<file path="src/rtl/alu_pkg.sv">
// alu_pkg: definitions shared by the ALU and its UART front end.
//   - ALU opcode encodings (6-bit, MIPS funct style)
//   - state encoding of the alu_uart_if frame FSM
package alu_pkg;

    localparam logic [5:0] OP_ADD = 6'b100000;
    localparam logic [5:0] OP_SUB = 6'b100010;
    localparam logic [5:0] OP_AND = 6'b100100;
    localparam logic [5:0] OP_OR  = 6'b100101;
    localparam logic [5:0] OP_XOR = 6'b100110;
    localparam logic [5:0] OP_SRA = 6'b000011;
    localparam logic [5:0] OP_SRL = 6'b000010;
    localparam logic [5:0] OP_NOR = 6'b100111;

    localparam int NB_STATE = 3;

    typedef enum logic [NB_STATE-1:0] {
        S_WAIT_A  = 3'd0,
        S_WAIT_B  = 3'd1,
        S_WAIT_OP = 3'd2,
        S_RESULT  = 3'd3,
        S_SEND    = 3'd4,
        S_WAIT_TX = 3'd5
    } if_state_t;

endpackage

</file>
<file path="src/rtl/alu_uart_if_timeout.sv">
// if_timeout_counter: inter-byte idle counter for alu_uart_if.
// Only compiled when ALU_IF_TIMEOUT_EN is defined.
//   i_clock, i_reset : clock, synchronous active-high reset
//   i_clear          : zero the counter (priority over i_enable)
//   i_enable         : count one idle cycle
//   o_expire         : high while enabled and count == TIMEOUT_CYCLES-1
`ifdef ALU_IF_TIMEOUT_EN
module if_timeout_counter #(
    parameter int TIMEOUT_CYCLES = 1000000
)(
    input  logic i_clock,
    input  logic i_reset,
    input  logic i_clear,
    input  logic i_enable,
    output logic o_expire
);

    localparam int NB_CNT = (TIMEOUT_CYCLES > 1) ? $clog2(TIMEOUT_CYCLES) : 1;

    logic [NB_CNT-1:0] r_count;

    // Expiry is decoded from the register so the FSM can act in the same cycle.
    assign o_expire = i_enable && (r_count == NB_CNT'(TIMEOUT_CYCLES - 1));

    always_ff @(posedge i_clock) begin
        if (i_reset || i_clear)
            r_count <= '0;
        else if (i_enable && !o_expire)
            r_count <= r_count + 1'b1;
    end

endmodule
`endif

</file>
<file path="src/rtl/alu_uart_if.sv">
// alu_uart_if: byte-stream front end for the ALU.
// Receives A, B, OP bytes from the UART RX, drives the ALU operand registers,
// captures the ALU result and hands it to the UART TX (start/done handshake).
// Optional feature macro: ALU_IF_TIMEOUT_EN (abort a partial frame after
// TIMEOUT_CYCLES idle cycles in S_WAIT_B / S_WAIT_OP).
//   i_clock, i_reset        : clock, synchronous active-high reset
//   i_rx_data, i_rx_done    : received byte + one-cycle valid pulse
//   i_result                : combinational ALU result
//   i_tx_done               : one-cycle pulse, TX finished
//   o_dato_a, o_dato_b, o_op: operand / opcode registers to ALU
//   o_tx_data, o_tx_start   : result byte + one-cycle start pulse to TX
//   o_busy                  : result capture / transmit in progress
module alu_uart_if
    import alu_pkg::*;
#(
    parameter int NB_DATA        = 8,
    parameter int NB_OP          = 6,
    parameter int TIMEOUT_CYCLES = 1000000
)(
    input  logic               i_clock,
    input  logic               i_reset,
    input  logic [NB_DATA-1:0] i_rx_data,
    input  logic               i_rx_done,
    input  logic [NB_DATA-1:0] i_result,
    input  logic               i_tx_done,
    output logic [NB_DATA-1:0] o_dato_a,
    output logic [NB_DATA-1:0] o_dato_b,
    output logic [NB_OP-1:0]   o_op,
    output logic [NB_DATA-1:0] o_tx_data,
    output logic               o_tx_start,
    output logic               o_busy
);

    if_state_t r_state;
    logic      w_accept;
    logic      w_expire;

    // A byte is only taken while collecting a frame; otherwise it is dropped.
    assign w_accept = i_rx_done &&
                      (r_state == S_WAIT_A || r_state == S_WAIT_B || r_state == S_WAIT_OP);

    assign o_busy = (r_state == S_RESULT) || (r_state == S_SEND) || (r_state == S_WAIT_TX);

`ifdef ALU_IF_TIMEOUT_EN
    logic w_tmo_en;
    assign w_tmo_en = (r_state == S_WAIT_B) || (r_state == S_WAIT_OP);

    if_timeout_counter #(
        .TIMEOUT_CYCLES (TIMEOUT_CYCLES)
    ) u_timeout (
        .i_clock  (i_clock),
        .i_reset  (i_reset),
        .i_clear  (w_accept || !w_tmo_en),
        .i_enable (w_tmo_en),
        .o_expire (w_expire)
    );
`else
    assign w_expire = 1'b0;
`endif

    always_ff @(posedge i_clock) begin
        if (i_reset) begin
            r_state    <= S_WAIT_A;
            o_dato_a   <= '0;
            o_dato_b   <= '0;
            o_op       <= '0;
            o_tx_data  <= '0;
            o_tx_start <= 1'b0;
        end else begin
            case (r_state)
                S_WAIT_A: begin
                    if (i_rx_done) begin
                        o_dato_a <= i_rx_data;
                        r_state  <= S_WAIT_B;
                    end
                end
                // A byte on the expiry cycle wins over the abort.
                S_WAIT_B: begin
                    if (i_rx_done) begin
                        o_dato_b <= i_rx_data;
                        r_state  <= S_WAIT_OP;
                    end else if (w_expire) begin
                        r_state  <= S_WAIT_A;
                    end
                end
                S_WAIT_OP: begin
                    if (i_rx_done) begin
                        o_op    <= i_rx_data[NB_OP-1:0];
                        r_state <= S_RESULT;
                    end else if (w_expire) begin
                        r_state <= S_WAIT_A;
                    end
                end
                // The ALU has had a full cycle on the new operands by now.
                S_RESULT: begin
                    o_tx_data  <= i_result;
                    o_tx_start <= 1'b1;
                    r_state    <= S_SEND;
                end
                S_SEND: begin
                    o_tx_start <= 1'b0;
                    r_state    <= S_WAIT_TX;
                end
                S_WAIT_TX: begin
                    if (i_tx_done)
                        r_state <= S_WAIT_A;
                end
                default: begin
                    o_tx_start <= 1'b0;
                    r_state    <= S_WAIT_A;
                end
            endcase
        end
    end

endmodule

</file>
<file path="config.mk">
export PLATFORM = sky130hd
export DESIGN_NAME = alu_uart_if
export DESIGN_NICKNAME = d
export VERILOG_FILES = /design/src/rtl/alu_pkg.sv /design/src/rtl/alu_uart_if_timeout.sv /design/src/rtl/alu_uart_if.sv
export SDC_FILE = /design/constraint.sdc
export NUM_CORES = 1
export LEC_CHECK = 0
export BUFFER_PORTS_ARGS = -buffer_cell sky130_fd_sc_hd__buf_4
export CAP_MARGIN = 10
export CORE_MARGIN = 5
export CORE_UTILIZATION = 40
export DETAILED_ROUTE_END_ITERATION = 12
export PLACE_DENSITY_LB_ADDON = 0.1
export SYNTH_ARGS = -nofsm -noshare
export SYNTH_HDL_FRONTEND = slang
export SYNTH_SLANG_ARGS = --single-unit
</file>
<file path="constraint.sdc">
create_clock -name i_clock -period 1.4 [get_ports i_clock]
set_input_delay 0.07 -clock i_clock [delete_from_list [all_inputs] [get_ports i_clock]]
set_output_delay 0.07 -clock i_clock [all_outputs]
set_load 0.02 [all_outputs]
</file>
==> metrics <==
status=complete, no violations; DRC viols=0; CP startpoint=r_state[2]; worst-path cell chain=buf_4, nand2b_1, nand2_4, buf_6; Lkg Pwr=0.9397 nW; met3 routed WL=181 um; Worst-Skew Late Latency=0.33 ns; Worst-path clk slew=0.09 ns; setup TNS=0 ns; fraction of layout cells with a size suffix above 1=0.3462; total power=1.863 mW; largest net degree at the start of global routing=35; Routed wire per std cell=12.79 um; Required @ worst endpoint=1.33 ns; CTS tree=built; worst endpoint data arrival time=1.27 ns; die height=67.61 um; Congestion Overflow GR=0; I/O pins=52; Die Wd=67.61 um; dpl cells=228; DP Worst Slack=0.04620 ns; final hold slack=0.02991 ns; initial antenna violation count=0; crit path capture=o_busy; endpoint class of the critical path=primary output; worst min path class=in2reg; Ys Warns=0; DIE AREA=4571 sq um; worst flop-to-flop path endpoint=o_tx_data[3]; vias in the first global route=1,134; Buf/Inv on CP=2; CTS buffer count=5; Final Hold Vio Count=0; Reg-to-Reg Start=r_state[1]; fin crit period=1.342 ns; Slowest-stage cell, CP=dfxtp_1; post-synthesis sequential element count=34; Worst Path Max Fanout=6; antenna-violating nets left=0; VDD IR max=0.6165 mV; syn avg cell area=9.834 sq um; CP Class=reg2out; max_cap viols=0; ANT cells=0; logic depth of the worst setup path including buffers=4; Critical Path Max Stage Delay=0.41 ns; commonest non-fill, non-tap cell in the layout=buf_4; core area=3284 sq um; relative slew slack=0.7638; sequential fraction of the synthesis area=0.5127; CP top delay family=flip-flops; post-synthesis instance area=1328 sq um; GPL Wtd Cong=0.8115; Port Buffers=51; R2R cell count=6; first-pass GRT wire length=5.306 mm; vias per cell=4.642; count of different cell masters after synthesis=24; DRT iter0 DRCs=62; clock sinks=34; Max Fclk=0.7454 GHz; synth-to-layout area growth=51.84%; PwrDens=924.1 nW/um^2; layout net count=228; CTS Buffer Depth=2; Worst-Margin Slew=0.3544 ns; router iterations before antenna repair=3; RSZ-0062 raised after global routing=yes; DRT Wirelength=3.249 mm; CP startpoint kind=flop; skew final=0.005020 ns; Tcrit/Tclk final=0.9583; Hold Crit Depth=3; fin cells=254; Placed Area=1767 sq um; Synthesized Nets=155; flop-to-flop setup slack=0.13 ns; post-route cell area=2016 sq um; Post-Syn Instances=135; Max Slew Vio Count=0; setup ws final=0.05837 ns; most frequent cells in the layout=58 x buf_4, 32 x dfxtp_1, 22 x mux2i_1, 22 x nor2_1; M1 WL=1.368 mm; Total Routing Usage GR=0.1585; Initial Util=0.4042; FP Rows=21; Top Metal Used=met4; Core Util, Final=0.6137; CTS Root Cell=clkbuf_4; H-tree depth=2; # setup viols final=0; Routed met2 length=1.655 mm; fillers=291; DR vias=1,179; dpl hpwl=2.212 mm
-- state kept, by name (all words and copies together), names as in the netlist --
name,count
o_dato_a,8
o_dato_b,8
o_tx_data,8
o_op,6
r_state,3
o_tx_start,1
-- what timing repair did --
item,in CTS,in global routing
setup endpoints to repair,1,4
gates resized for setup,3,4
setup buffers,1,2
pin swaps,0,1
endpoints found under the hold margin,26,0
hold buffers,16,0
-- synthesized netlist by cell type, drive strengths merged --
| cell | instances | area share |
|---|---|---|
| dfxtp | 34 | 0.51 |
| mux2i | 22 | 0.17 |
| nor2 | 22 | 0.062 |
| nand2 | 17 | 0.048 |
| a21oi | 11 | 0.041 |
| buf | 8 | 0.041 |
| clkbuf | 3 | 0.0085 |
| nand2b | 3 | 0.014 |
| and4bb | 2 | 0.019 |
| nand3b | 2 | 0.011 |
| o21ai | 2 | 0.0075 |
| or4b | 2 | 0.015 |
| a211oi | 1 | 0.0057 |
| a21o | 1 | 0.0057 |
| and2b | 1 | 0.0057 |
| nor2b | 1 | 0.0047 |
| nor4b | 1 | 0.018 |
| o21ba | 1 | 0.0075 |
| or2b | 1 | 0.0057 |
-- final cells by class --
class                           count  area (sq um)  share of cell area
Sequential cell                    34         683.2              0.3389
Tap cell                           46         57.56             0.02855
Clock buffer                        7         45.04             0.02235
Timing Repair Buffer               77         638.1              0.3166
Multi-Input combinational cell     90         591.8              0.2936
-- where the power goes --
part	switching (mW)	internal [mW]	total (mW)
Combinational	0.165	0.186	0.351
Clock	0.291	0.189	0.480
Sequential	0.0247	1.01	1.03
-- routing by layer --
| layer | up-vias | GRT usage |
|---|---|---|
| met2 | 25 | 0.2625 |
| met3 | 5 | 0.06489 |
| met5 | - | 0 |
| met4 | 0 | 0.06076 |
| met1 | 557 | 0.1809 |
| li1 | 592 | - |
-- worst register-to-register path, cell delays in order (launching register included) --
cell and delay [ns]:
dfxtp_2 0.34, buf_4 0.15, nand3b_1 0.13, buf_12 0.12
buf_4 0.17, mux2i_1 0.21, nor2_1 0.05
-- worst min-delay path by stage --
stage / start / end / slack (ns)
global placement: i_result[1] / o_tx_data[1] / 0.30
global route: i_tx_done / r_state[2] / 0.02
CTS: i_tx_done / r_state[2] / 0.02
floorplan: i_rx_data[0] / o_dato_a[0] / 0.21
detailed placement: i_result[2] / o_tx_data[2] / 0.31
finish: i_tx_done / r_state[2] / 0.03
-- kinds of logic after synthesis --
| group | synth area share |
|---|---|
| AOI/OAI and AO/OA | 0.06786 |
| buffers and inverters | 0.04995 |
| DFF | 0.5127 |
| muxes | 0.1659 |
| and+or+nand+nor | 0.2036 |
Note: power is estimated with default switching activity, not from simulation.
